**config.mk**
```make
export PLATFORM = sky130hd
export DESIGN_NAME = led_arb
export DESIGN_NICKNAME = d
export VERILOG_FILES = /design/src/rtl/led_pkg.sv /design/src/rtl/rr_arb.sv /design/src/rtl/led_arb.sv
export SDC_FILE = /design/constraint.sdc
export NUM_CORES = 1
export LEC_CHECK = 0
export ABC_CLOCK_PERIOD_IN_PS = 4200
export BUFFER_PORTS_ARGS = -buffer_cell sky130_fd_sc_hd__buf_2
export CAP_MARGIN = 25
export CELL_PAD_IN_SITES_DETAIL_PLACEMENT = 0
export CELL_PAD_IN_SITES_GLOBAL_PLACEMENT = 1
export CORE_ASPECT_RATIO = 0.8
export CORE_MARGIN = 3
export CORE_UTILIZATION = 37
export CTS_CLUSTER_DIAMETER = 30
export DETAILED_ROUTE_END_ITERATION = 10
export GPL_ROUTABILITY_DRIVEN = 0
export MAX_ROUTING_LAYER = met4
export PLACE_DENSITY = 0.86
export SYNTH_ARGS = -nofsm -noshare
export SYNTH_HDL_FRONTEND = slang
export SYNTH_HIERARCHICAL = 1
export SYNTH_SLANG_ARGS = --single-unit
```
**constraint.sdc**
```tcl
create_clock -name clk -period 4.2 [get_ports clk]
set_input_delay 0 -clock clk [delete_from_list [all_inputs] [get_ports clk]]
set_output_delay 0 -clock clk [all_outputs]
set_load 0.02 [all_outputs]
```
**src/rtl/led_pkg.sv**
```systemverilog
// Shared definitions for the LED display arbiter: controller states and default sizing.
package led_pkg;

    typedef enum logic [1:0] {
        IDLE = 2'd0,
        SHOW = 2'd1,
        GAP  = 2'd2
    } state_t;

    localparam int DEF_NREQ  = 4;
    localparam int DEF_STEP  = 10;
    localparam int DEF_WIDTH = 8;
    localparam int DEF_LENW  = 8;

endpackage

```
**src/rtl/rr_arb.sv**
```systemverilog
// Round-robin selector: picks the first requester at or above ptr, wrapping around.
module rr_arb #(
    parameter int NREQ = 4,
    parameter int IDXW = 2
) (
    input  logic [NREQ-1:0] req,
    input  logic [IDXW-1:0] ptr,
    input  logic            valid_en,
    output logic [NREQ-1:0] gnt,
    output logic [IDXW-1:0] gnt_idx
);

    logic            found;
    logic [IDXW-1:0] idx;

    // Walk the requesters starting at ptr and grant the first active one.
    always_comb begin
        gnt     = '0;
        gnt_idx = '0;
        found   = 1'b0;
        idx     = '0;
        for (int i = 0; i < NREQ; i++) begin
            idx = IDXW'((int'(ptr) + i) % NREQ);
            if (valid_en && !found && req[idx]) begin
                found    = 1'b1;
                gnt[idx] = 1'b1;
                gnt_idx  = idx;
            end
        end
    end

endmodule

```
**src/rtl/led_arb.sv**
```systemverilog
// LED display arbiter: grants one requester at a time and shows its pattern
// for len*STEP cycles, followed by a one-cycle blank gap with a done pulse.
module led_arb
    import led_pkg::*;
#(
    parameter int STEP  = DEF_STEP,
    parameter int NREQ  = DEF_NREQ,
    parameter int WIDTH = DEF_WIDTH,
    parameter int LENW  = DEF_LENW
) (
    input  logic                     clk,
    input  logic                     rst,
    input  logic [NREQ-1:0]          req_valid,
    output logic [NREQ-1:0]          req_ready,
    input  logic [NREQ*WIDTH-1:0]    req_pattern,
    input  logic [NREQ*LENW-1:0]     req_len,
    output logic [WIDTH-1:0]         led_out,
    output logic [$clog2(NREQ)-1:0]  grant_id,
    output logic                     busy,
    output logic                     done
);

    localparam int IDXW = $clog2(NREQ);
    localparam int PW   = (STEP > 1) ? $clog2(STEP) : 1;

    state_t            state;
    logic [IDXW-1:0]   ptr;
    logic [PW-1:0]     pre;
    logic [LENW-1:0]   steps;
    logic [NREQ-1:0]   gnt;
    logic [IDXW-1:0]   gnt_idx;
    logic              valid_en;
    logic              any_gnt;
    logic [WIDTH-1:0]  sel_pattern;
    logic [LENW-1:0]   sel_len;

    // Grants are only offered while idle; reset masks them immediately.
    assign valid_en  = (state == IDLE) && !rst;
    assign any_gnt   = |gnt;
    assign req_ready = gnt;

    rr_arb #(
        .NREQ (NREQ),
        .IDXW (IDXW)
    ) u_rr_arb (
        .req      (req_valid),
        .ptr      (ptr),
        .valid_en (valid_en),
        .gnt      (gnt),
        .gnt_idx  (gnt_idx)
    );

    // One-hot mux of the granted requester's pattern and length.
    always_comb begin
        sel_pattern = '0;
        sel_len     = '0;
        for (int i = 0; i < NREQ; i++) begin
            if (gnt[i]) begin
                sel_pattern = req_pattern[i*WIDTH +: WIDTH];
                sel_len     = req_len[i*LENW +: LENW];
            end
        end
    end

    // Controller: capture on grant, count len steps of STEP cycles, then blank gap.
    always_ff @(posedge clk or posedge rst) begin
        if (rst) begin
            state    <= IDLE;
            led_out  <= '0;
            grant_id <= '0;
            busy     <= 1'b0;
            done     <= 1'b0;
            ptr      <= '0;
            pre      <= '0;
            steps    <= '0;
        end else begin
            case (state)
                IDLE: begin
                    done <= 1'b0;
                    if (any_gnt) begin
                        grant_id <= gnt_idx;
                        ptr      <= (gnt_idx == IDXW'(NREQ - 1)) ? '0 : gnt_idx + 1'b1;
                        pre      <= '0;
                        steps    <= sel_len;
                        busy     <= 1'b1;
                        if (sel_len != '0) begin
                            state   <= SHOW;
                            led_out <= sel_pattern;
                        end else begin
                            state   <= GAP;
                            led_out <= '0;
                            done    <= 1'b1;
                        end
                    end
                end
                SHOW: begin
                    if (pre == PW'(STEP - 1)) begin
                        pre <= '0;
                        if (steps == LENW'(1)) begin
                            state   <= GAP;
                            led_out <= '0;
                            done    <= 1'b1;
                            steps   <= '0;
                        end else begin
                            steps <= steps - 1'b1;
                        end
                    end else begin
                        pre <= pre + 1'b1;
                    end
                end
                GAP: begin
                    state   <= IDLE;
                    led_out <= '0;
                    done    <= 1'b0;
                    busy    <= 1'b0;
                end
                default: begin
                    state   <= IDLE;
                    led_out <= '0;
                    done    <= 1'b0;
                    busy    <= 1'b0;
                end
            endcase
        end
    end

endmodule

```
# After elaboration in Yosys (flattened, before gate mapping)
# Cells that the tools add are included.
# classes
div_mod_pow	0
n_bitwise	4
mux	60
n_mul	0
order_cmp	8
n_addsub	6
eq_ne	7
shift	0
n_reduce_logical	26
# op_table
cell	n
8-bit two-way mux	15
8-bit one-hot mux with 2 select lines	2
4-bit two-way mux	6
2-bit two-way mux	9
1-bit two-way mux	16
1-bit logical AND	12
2-bit by 3-bit less-than comparator with 1-bit output (second input constant)	4
4-bit bitwise OR	3
1-bit binary-select mux with 2-bit select	4
1-bit demux with 2-bit select	4
8-bit by 1-bit equality test with 1-bit output (second input constant)	1
2-bit by 1-bit >= comparator with 1-bit output (second input constant)	4
4-bit one-hot mux with 2 select lines	1
2-bit AND reduction	4
8-bit nonzero test	1
8-bit by 1-bit subtractor with 8-bit output (second input constant)	1
2-bit inequality test (second input constant)	3
3-bit AND reduction	2
2-bit by 1-bit adder with 2-bit output (second input constant)	2
2-bit adder (second input constant)	2
4-bit by 1-bit adder with 4-bit output (second input constant)	1
4-bit equality test (second input constant)	1
1-bit zero test	4
1-bit one-hot mux with 2 select lines	2
other kinds (7)	7
# totals
latchBits	0
output_inout_bits	16
mem_count	0
mem_bits_ro	0
mem_bits_rw	0
register_bits	28
elab_cells	119
in_bits	70

# Depth between registers and ports, before layout
# Gate-level depths: netlist (run 1).
# depth
ltp_word	24
ltp_mapped	18
depth_no_buf	12

# Cells and area by module
# Netlist (run 1), hierarchy kept.
# modules_own_cells
module	n_inst	seq_area_each_um2	area_per_inst_um2	cells_per_inst
led_arb	1	700.7	1889.3	209
rr_arb	1	0.0	531.8	63

# Least setup slack after synthesis (run 1)
# OpenSTA, ideal clock, no wires.
# synth_timing
path_kind	reg-to-reg
from	reg ptr[0]
to	reg grant_id[0]
stages_incl_launch_ff	17
n_path_buf	5
period_less_slack_ps	3982
path_slack_ps	218
setup_time_ps	128
required_ps	4072
arrival_time_ps	3855
cell_sequence	dfrtp_1 buf_6 clkinv_1 ha_1 buf_2 or2_2 o211ai_1 o21ai_0 and3b_2 a221o_1 buf_6 or2_1 buf_6 o41ai_4 or2_1 buf_2 mux2_1
# synth_between
elab_chain_cells	18
word_cells_on_any_way	57
cone_classes	add/sub (3); order compare (8); mux (27); bitwise (3); reduce/logical (16)
# synth_rtl
item	line_no	rtl
start, declared	led_arb.sv:27	logic [IDXW-1:0] ptr;
start signal, assigned	led_arb.sv:82	ptr <= (gnt_idx == IDXW'(NREQ - 1)) ? '0 : gnt_idx + 1'b1;
branches (longest 15 deep; another with 2-bit by 3-bit less-than comparator with 1-bit output)	--	
4-bit two-way mux *	rr_arb.sv:24	if (valid_en && !found && req[idx]) begin
net req_ready[2]	led_arb.sv:14	output logic [NREQ-1:0] req_ready,
4-bit OR reduction *	led_arb.sv:39	assign any_gnt = |gnt;
2-bit AND reduction (no source line) *	--	
end signal, assigned	led_arb.sv:81	grant_id <= gnt_idx;
end, declared	led_arb.sv:18	output logic [$clog2(NREQ)-1:0] grant_id,
# Mark *: on every way through the listed nets, which the timed path passes. The select of a mux whose other input is x is not followed.
# A chain may end at the register's enable or synchronous reset.

# Worst setup path after layout (run 1)
# layout_timing
from	reg ptr[1]
to	reg state[0]
# layout_between
elab_chain_cells	24
word_cells_on_any_way	62
cone_classes	add/sub (3); order compare (8); eq/ne (1); mux (30); bitwise (3); reduce/logical (17)
# layout_rtl
item	line_no	rtl
branches (longest 15 deep; another with 2-bit by 3-bit less-than comparator with 1-bit output)	--	
4-bit two-way mux *	rr_arb.sv:24	
8-bit two-way mux (4 in series)	led_arb.sv:58	if (gnt[i]) begin
8-bit nonzero test	led_arb.sv:86	if (sel_len != '0) begin
2-bit two-way mux	led_arb.sv:86	
2-bit two-way mux	led_arb.sv:80	if (any_gnt) begin
2-bit one-hot mux with 2 select lines	led_arb.sv:77	case (state)
end signal, assigned	led_arb.sv:87	state <= SHOW;
end signal, assigned	led_arb.sv:90	state <= GAP;
end signal, assigned	led_arb.sv:100	state <= GAP;
end, declared	led_arb.sv:26	state_t state;
# Mark *: on every way between the ends. The select of a mux whose other input is x is not followed.

==> results.toml, run 1 <==
[worst_setup_path]
crit_arrival_ps = 4070
crit_required_ps = 4340
crit_chain = "inv_1 -> ha_1 -> nor2b_1 -> o211ai_1 -> o22ai_1 -> and3b_2 -> a221o_1 -> or2_1 -> a221oi_1 -> o22ai_1 -> nor4_4 -> o211ai_1"
cpPeakStageDelay_ps = 580
slowest_stage = "nor4_4"
cp_max_fo = 11
crit_type = "reg -> reg"
cp-end-kind = "register"
start_kind = "register"

[grt]
grt_max_degree = 24
grt_antenna_before_repair = 0
grt_pass1_wl_um = 11470
grt_use_total_pct = 19.79
grt_pass1_vias = 2247
grt_overflow_total = 0

[route]
first_pass_iters = 4
drc_errors = 0
via_per_inst = 5.831
ant_nets = 0
initialDrtViolationCount = 205
vias = 2548
totalWireLength_um = 7534
wl_per_cell_um = 17.24

[clock_tree]
cts_root_buf = "clkbuf_8"
cts.clk_slew.worst_paths_ps = 100
insertion_delay_ps = 280
htreeDepth = 1
cts_buffer_depth = 2
cts_made_buffers = 3
cts.sinks = 28
cts_tree = "built"

[synthesis]
synth_mux_area_share_pct = 6.047
yosys.area_share.xor_xnor_pct = 0
synth_compound_area_share_pct = 33.07
seq_area_frac_synth_pct = 28.94
ys_ff_latch = 28
postSynthCellCount = 272
synthSimpleGateAreaFrac_pct = 18.45
yosys.area.top_type = "dfrtp_1"
synthArstFlopShare_pct = 100.0
synth_top_area_share_pct = 28.94
synth_flop_cell = "dfrtp_1"
syn-num-nets = 355
synth_area_leaders = "dfrtp_1 29%, ha_1 6.7%, a221oi_1 5.4%"
synth_top_family_by_area = "compound AO/OA/AOI/OAI gates"
postSynthAreaPerCell_um2 = 8.901
synth.most_common_cell = "dfrtp_1"
synth_edf_count = 0
synth-adder-area-share_pct = 6.718
syn_area_um2 = 2421
synth_cell_types = 52
synth.top_cells.by_count = "28 x dfrtp_1, 23 x nand2_1, 17 x o21ai_0"
yosys_warnings = 6

[power]
switching_share_pct = 45.40
ir_drop_mv = 0.1792
power.density_nw_per_um2 = 453.8
internal_power_mw = 0.7422
p_seq_share_pct = 33.4
totalPowerFinal_mw = 1.359
leakage_nw = 1.341
p_clk_share_pct = 11.0
p_sw_mw = 0.6172
p_comb_share_pct = 55.6

[timing]
drv_slew = 0
hold_viol_final = 0
fin_crit_sh_pct = 93.49
tightestPinTransition_ps = 661.3
tns_ps = 0
final-setup-viol-count = 0
fin_crit_ps = 3927
skew_ps = 7.009
rsz0062_at_grt = "no"
max_slew_margin_pct = 55.83
fmax_mhz = 254.7

[final_layout]
nets = 441
drive_above_1_share_pct = 32.87
fillCellCount = 602
antennaDiodeCount = 0
area_growth_pct = 23.72

[die]
initial_core_util_pct = 39.49
die_w_um = 96.44
core.rowCount = 25
dieArea_um2 = 7556
io_pins = 86
fp.dieH_um = 78.35
core_um2 = 6131

[place]
portBuffers = 85
hpwl_um = 5807

[run]
maxCapViolCount = 0

[min_path]
hp-class = "in -> reg"

[run_status]
status = "finished, final reports clean"
## path summary, 6_finish.rpt
check                                      from          end  slack (ps)  cells after the start
worst max-delay path                     ptr[1]     state[0]         270                     12
worst min-delay path            req_pattern[28]   led_out[4]          60                      3
worst max register to register           ptr[1]     state[0]         270                     12
worst min register to register       led_out[4]   led_out[4]         480                      2
max in group asynchronous                   rst     steps[3]        3560                      4
min in group asynchronous                   rst  grant_id[0]         240                      3
## sequential cells by signal (all words and copies together), names as in the netlist
register and cells:
state 2, done 1, grant_id 2, busy 1, pre 4, led_out 8, steps 8, ptr 2
## cell families (layout without fill, tap and decap cells)
logic type / count (synthesis) / after routing
buffers and inverters: 29 / 113
DFF: 28 / 28
muxes: 11 / 11
adders and majority gates: 13 / 13
AOI/OAI and AO/OA: 107 / 107
and+or+nand+nor: 84 / 84
## power by group through the flow
stage | combinational, mW | clock, mW | sequential [mW]
final | 0.756 | 0.149 | 0.455
after floorplan | 0.495 | 0 | 0.487
after detailed placement | 0.741 | 0 | 0.457
after global placement | 0.734 | 0 | 0.455
after global routing | 0.839 | 0.165 | 0.469
after CTS | 0.745 | 0.155 | 0.452
## layer usage
layer / GRT usage [%] / up-vias / share of wire [%]
li1: - / 1226 / -
met1: 28.78 / 1188 / 47
met2: 29.27 / 126 / 42
met3: 3.640 / 8 / 9.5
met4: 2.941 / 0 / 0.90
met5: - / - / 0
## cell usage in the layout, fill, tap and decap left out, drive strengths merged, types with 3 or more instances in the layout
cell	count
nor2	11
or2	3
mux2i	3
o21ai	22
or3	3
dfrtp	28
nand2	23
buf	98
nand2b	3
a221o	4
nor2b	15
nand3	6
o41ai	5
clkbuf	3
a21boi	5
mux2	6
ha	13
inv	10
a21oi	12
o22ai	12
nor4	3
a22o	3
o211ai	7
a221oi	16
o32ai	4
o31ai	9
nor3	12
## stage by stage
stage	cell area (um^2)	cells	hold WS (ps)	utilization, %	setup slack, ps
final	2995	437	64.28	48.86	273.5
after global routing	2995	437	63.34	48.86	18.98
after floorplan	2421	272	65.41	-	217.7
after CTS	2994	437	66.78	48.84	293.1
after global placement	2915	432	350.3	47.55	508.9
after detailed placement	2943	433	-8.600	48.00	315.4
## cell type report
class                   instances  area (um^2)  area share [%]
multi-input cells             215         1558           52.00
well taps                      81        101.3           3.383
repair buffers                 99        553.0           18.46
clock buffers                   3        41.29           1.378
inverters                      11        41.29           1.378
flip-flops and latches         28        700.7           23.39
## critical path: cells and delay by family, from the launching register on
family | cells | cell delay (ps)
AOI/OAI and AO/OA | 6 | 1470
and+or+nand+nor | 4 | 1430
DFF | 1 | 380
adders and majority gates | 1 | 340
buffers and inverters | 1 | 160
## repair_timing
item	CTS	global route
hold buffers	1	0
buffers inserted	0	0
hold endpoints to repair	28	0
setup endpoints to repair	0	6
resized for setup	0	1
(Power assumes the default switching activity.)
==> inputs of run 2 (changes only) <==
--- a/config.mk
+++ b/config.mk
@@ -12,7 +12,7 @@
 export CELL_PAD_IN_SITES_GLOBAL_PLACEMENT = 1
 export CORE_ASPECT_RATIO = 0.8
 export CORE_MARGIN = 3
-export CORE_UTILIZATION = 37
+export CORE_UTILIZATION = 38
 export CTS_CLUSTER_DIAMETER = 30
 export DETAILED_ROUTE_END_ITERATION = 10
 export GPL_ROUTABILITY_DRIVEN = 0
@@ -20,5 +20,4 @@
 export PLACE_DENSITY = 0.86
 export SYNTH_ARGS = -nofsm -noshare
 export SYNTH_HDL_FRONTEND = slang
-export SYNTH_HIERARCHICAL = 1
 export SYNTH_SLANG_ARGS = --single-unit
==> run 2 against run 1 <==
  * Final area up 12%
  * Final cell count up 14%
  * Sequential share of layout area shrank 2.6 points
  * Routed wire length grew 14%
  * Power is 18% lower
  * Worst hold slack lost 63 ps
  * Combinational power shrank 35%
  * Global-route usage rose by 0.72 points
  * Non-clock buffer count decreased by 3
  * Largest power group unchanged
==> results.toml, run 2 <==
[run_status]
status = "finished, final reports clean"

[power]
leakage_nw = 1.471
p_comb_share_pct = 43.8
totalPowerFinal_mw = 1.119
internal_power_mw = 0.6707
switching_share_pct = 40.07
p_seq_share_pct = 36.3
p_clk_share_pct = 20.0
p_sw_mw = 0.4484
ir_drop_mv = 0.1211
power.density_nw_per_um2 = 332.7

[clock_tree]
cts_made_buffers = 3
insertion_delay_ps = 290
htreeDepth = 1
cts_buffer_depth = 2
cts.clk_slew.worst_paths_ps = 110
cts.sinks = 28
postCtsSetupRepairBufs = 0
cts_root_buf = "clkbuf_8"
cts_tree = "built"

[die]
initial_core_util_pct = 39.88
dieArea_um2 = 8410
die_w_um = 101.8
fp.dieH_um = 82.63
core.rowCount = 27
core_um2 = 6993
io_pins = 86

[run]
maxCapViolCount = 0

[place]
dpl_cell_area_um2 = 3269
pre_cts_slack_ps = -59.22
hpwl_um = 6830
portBuffers = 85

[final_layout]
fin_util_pct = 48.09
layout_common_cells = "85 x buf_2, 36 x nor2_1, 30 x nand2_1"
reg_top3 = "led_out (8), steps (8), pre (4)"
nets = 493
finalInstanceArea_um2 = 3363
area_growth_pct = 20.59
antennaDiodeCount = 0
fillCellCount = 705
layout_commonest_cell = "buf_2"
drive_above_1_share_pct = 30.73

[timing]
fmax_mhz = 256.7
drv_slew = 0
tightestPinTransition_ps = 754.0
hold_viol_final = 0
rsz0062_at_grt = "no"
fin_crit_ps = 3896
final-setup-viol-count = 0
max_slew_margin_pct = 49.10
skew_ps = 7.943
worst_slack_ps = 304.4
fin_crit_sh_pct = 92.75

[route]
initialDrtViolationCount = 152
ant_nets = 0
via_per_inst = 5.857
first_pass_iters = 4
vias = 2911
drc_errors = 0
totalWireLength_um = 8624
wl_per_cell_um = 17.35

[worst_setup_path]
crit_required_ps = 4380
start_kind = "register"
crit_type = "reg -> reg"
cp-end-kind = "register"
regToRegSetupSlack_ps = 300
crit_arrival_ps = 4080
cp_max_fo = 11

[min_path]
hp-class = "in -> reg"

[grt]
grt_use_total_pct = 20.51
grt_pass1_wl_um = 13270
grt_overflow_total = 0
grt_max_degree = 23
grt_pass1_vias = 2538
grt_antenna_before_repair = 0

[synthesis]
synth_cell_types = 64
syn_area_um2 = 2789
synth.top_cells.by_count = "37 x nor2_1, 30 x nand2_1, 28 x dfrtp_1"
yosys_warnings = 0
postSynthAreaPerCell_um2 = 8.375
postSynthCellCount = 333
seq_area_frac_synth_pct = 25.12
synth_edf_count = 0
yosys.area.top_type = "dfrtp_1"
synth_flop_cell = "dfrtp_1"
synth_area_leaders = "dfrtp_1 25%, ha_1 5.4%, nor2_1 5.0%"
ys_ff_latch = 28
synthArstFlopShare_pct = 100.0
synth.most_common_cell = "nor2_1"
syn-num-nets = 415
synth_top_area_share_pct = 25.12
==> run 2: critical path: stages (launching register included) <==
cell and delay (ps):
dfrtp_1 360, inv_1 90, ha_1 440, mux4_2 610, or3_4 440, a21o_4 230, a2111oi_0 640, o32ai_1 260
o211ai_1 180, o311ai_1 140, buf_4 200, a22o_1 180
==> run 2: routing by layer <==
metal  GRT usage, %  vias to the layer above  routed length [um]
met5              -                        -                   0
met4          3.851                        0                  78
met3          2.183                        7                 342
met2          28.92                       75                3833
met1          31.49                     1403                4368
li1               -                     1426                   -
==> run 2: path summary, 6_finish.rpt <==
kind	start	to	cells after the start
setup / recovery	ptr[1]	done	11
hold / removal	req_pattern[26]	led_out[2]	3
setup reg to reg	ptr[1]	done	11
hold reg to reg	busy	busy	1
max in group asynchronous	rst	led_out[5]	4
min in group asynchronous	rst	busy	3
==> run 2: logic make-up after synthesis <==
| family | synth area share (%) |
|---|---|
| simple gates | 23.19 |
| flops | 25.12 |
| fa+ha+maj | 5.383 |
| buf+inv | 6.909 |
| xor+xnor | 0.9423 |
| mux | 4.038 |
| compound gates | 34.41 |
==> run 2: final cells by class <==
class,count,area [um^2],share of cell area (%)
Clock buffer,3,41.29,1.228
Timing Repair Buffer,96,510.5,15.18
Multi-Input combinational cell,265,1908,56.73
Clock inverter,1,30.03,0.8929
Inverter,17,63.81,1.897
Tap cell,87,108.9,3.237
Sequential cell,28,700.7,20.83
==> run 2: stage by stage <==
stage	setup TNS, ps	hold slack (ps)	std cells
final	0	0.9022	497
after global routing	0	60.15	497
after CTS	0	6.425	497
after detailed placement	-221.1	33.28	492
after global placement	0	38.45	492
after floorplan	0	65.41	333
==> run 2: what timing repair did <==
action                     4_1_cts  5_1_grt
setup endpoints to repair       10       11
hold endpoints to repair         9        0
resized for setup                1        2
hold buffers                     1        0
==> run 2: power groups by stage <==
stage | clock (mW) | sequential [mW] | combinational [mW]
CTS | 0.225 | 0.406 | 0.487
global route | 0.233 | 0.416 | 0.552
detailed placement | 0 | 0.409 | 0.487
finish | 0.223 | 0.406 | 0.490
floorplan | 0 | 0.410 | 0.341
global placement | 0 | 0.407 | 0.476
==> inputs of run 3 (changes only) <==
--- a/config.mk
+++ b/config.mk
@@ -5,19 +5,19 @@
 export SDC_FILE = /design/constraint.sdc
 export NUM_CORES = 1
 export LEC_CHECK = 0
-export ABC_CLOCK_PERIOD_IN_PS = 4200
+export ABC_CLOCK_PERIOD_IN_PS = 4850
 export BUFFER_PORTS_ARGS = -buffer_cell sky130_fd_sc_hd__buf_2
 export CAP_MARGIN = 25
 export CELL_PAD_IN_SITES_DETAIL_PLACEMENT = 0
 export CELL_PAD_IN_SITES_GLOBAL_PLACEMENT = 1
 export CORE_ASPECT_RATIO = 0.8
 export CORE_MARGIN = 3
-export CORE_UTILIZATION = 38
+export CORE_UTILIZATION = 41
 export CTS_CLUSTER_DIAMETER = 30
 export DETAILED_ROUTE_END_ITERATION = 10
 export GPL_ROUTABILITY_DRIVEN = 0
 export MAX_ROUTING_LAYER = met4
-export PLACE_DENSITY = 0.86
+export PLACE_DENSITY = 0.92
 export SYNTH_ARGS = -nofsm -noshare
 export SYNTH_HDL_FRONTEND = slang
 export SYNTH_SLANG_ARGS = --single-unit
==> constraint.sdc (replaced) <==
create_clock -name clk -period 4.85 [get_ports clk]
set_input_delay 0 -clock clk [delete_from_list [all_inputs] [get_ports clk]]
set_output_delay 0 -clock clk [all_outputs]
set_load 0.02 [all_outputs]
==> run 3 against run 2 <==
  * Worst hold slack gained 13 ps
  * First-iteration DRC count grew 72%
  * Die area shrank 6.8%
  * Clock skew shrank 2.9 ps
  * Global-route usage grew 1.8 points
==> results.toml, run 3 (synthesized netlist as in run 2, its figures left out) <==
[run_status]
status = "finished, final reports clean"

[power]
ir_drop_mv = 0.1530
leakage_nw = 1.459
power.density_nw_per_um2 = 286.7
totalPowerFinal_mw = 0.9588

[route]
initialDrtViolationCount = 261
vias = 2959
drc_errors = 0
totalWireLength_um = 8577
wl_per_cell_um = 17.47
ant_nets = 0
via_per_inst = 6.026
first_pass_iters = 5

[grt]
grt_overflow_total = 0
grt_pass1_wl_um = 13960
grt_pass1_vias = 2828
grt_max_degree = 23
grt_antenna_before_repair = 0
grt_use_total_pct = 22.35

[clock_tree]
cts_made_buffers = 3
cts_root_buf = "clkbuf_8"
ctsResizeCount = 0
postCtsSetupRepairBufs = 0
cts.clk_slew.worst_paths_ps = 110
cts.sinks = 28
insertion_delay_ps = 280
cts_buffer_depth = 2
cts_tree = "built"
htreeDepth = 1

[timing]
max_slew_margin_pct = 48.46
fin_crit_ps = 4551
worst_slack_ps = 298.8
skew_ps = 5.016
tns_ps = 0
rsz0062_at_grt = "no"
fmax_mhz = 219.7
fin_crit_sh_pct = 93.84
final-setup-viol-count = 0
drv_slew = 0
hold_viol_final = 0
tightestPinTransition_ps = 770.3

[worst_setup_path]
crit_arrival_ps = 4720
cp-end-kind = "register"
crit_required_ps = 5020
cp_max_fo = 13
crit_type = "reg -> reg"
start_kind = "register"

[place]
hpwl_um = 6729
portBuffers = 85
pre_cts_slack_ps = 409.6

[die]
core.rowCount = 26
initial_core_util_pct = 43.08
dieArea_um2 = 7834
io_pins = 86
fp.dieH_um = 79.77
die_w_um = 98.21
core_um2 = 6474

[final_layout]
layout_commonest_cell = "buf_2"
area_growth_pct = 19.92
fillCellCount = 616
layout_common_cells = "85 x buf_2, 37 x nor2_1, 30 x nand2_1"
nets = 490
antennaDiodeCount = 0
reg_top3 = "led_out (8), steps (8), pre (4)"
drive_above_1_share_pct = 29.73

[run]
maxCapViolCount = 0

[min_path]
hp-class = "in -> reg"
==> run 3: cell types whose count changed in the layout (fill, tap and decap cells not counted), sizes merged <==
cell / before / now
clkbuf: 3 / 4
buf: 95 / 91
==> run 3: repair_timing <==
item                                   in CTS  in global routing
endpoints found under the hold margin      12                  0
hold buffers                                1                  0
setup endpoints to repair                   0                  0
==> run 3: area by class of cell <==
type                    count  area [um^2]  area share (%)
inverters                  17        63.81           1.908
well taps                  84        105.1           3.143
repair buffers             93        508.0           15.19
clock inverters             1        30.03          0.8979
multi-input cells         265         1896           56.68
flip-flops and latches     28        700.7           20.95
clock buffers               3        41.29           1.235
==> run 3: worst paths after layout <==
path | startpoint | endpoint | slack [ps] | depth (start not counted)
setup / recovery | ptr[1] | led_out[2] | 300 | 11
setup reg to reg | ptr[1] | led_out[2] | 300 | 11
hold reg to reg | grant_id[0] | grant_id[0] | 510 | 1
min in group asynchronous | rst | steps[6] | 340 | 3
max in group asynchronous | rst | steps[2] | 4040 | 4
hold / removal | req_pattern[26] | led_out[2] | 10 | 3
==> run 3: layer usage <==
layer  global-route usage (%)  share of wire [%]  vias up
met4                    3.956               0.69        0
met2                    33.63                 46      110
met3                    3.319                6.6        6
li1                         -                  -     1414
met1                    32.38                 47     1429
met5                        -                  0        -
==> run 3: power by group <==
group	switching, mW	total (mW)	leakage, nW	internal [mW]
registers	0.0654	0.359	0.361	0.294
clock network	0.0810	0.192	0.0357	0.111
logic	0.237	0.408	1.06	0.170
==> run 3: stage by stage <==
stage	hold slack, ps	cells	util, %	instance area, um^2
after floorplan	65.41	333	-	2789
after global placement	299.5	484	49.86	3228
after detailed placement	117.3	485	50.29	3256
after CTS	12.05	490	51.55	3337
after global routing	48.62	491	51.66	3344
final	14.24	491	51.66	3344
==> run 3: worst max-delay path: stages (launching register included) <==
cell and delay, ps:
dfrtp_1 540, inv_1 150, ha_1 420, mux4_2 440, or3_1 430, nor3_2 120
nor2_1 610, inv_1 420, o311ai_1 530, o221ai_4 280, a2111oi_1 370, a21oi_1 120
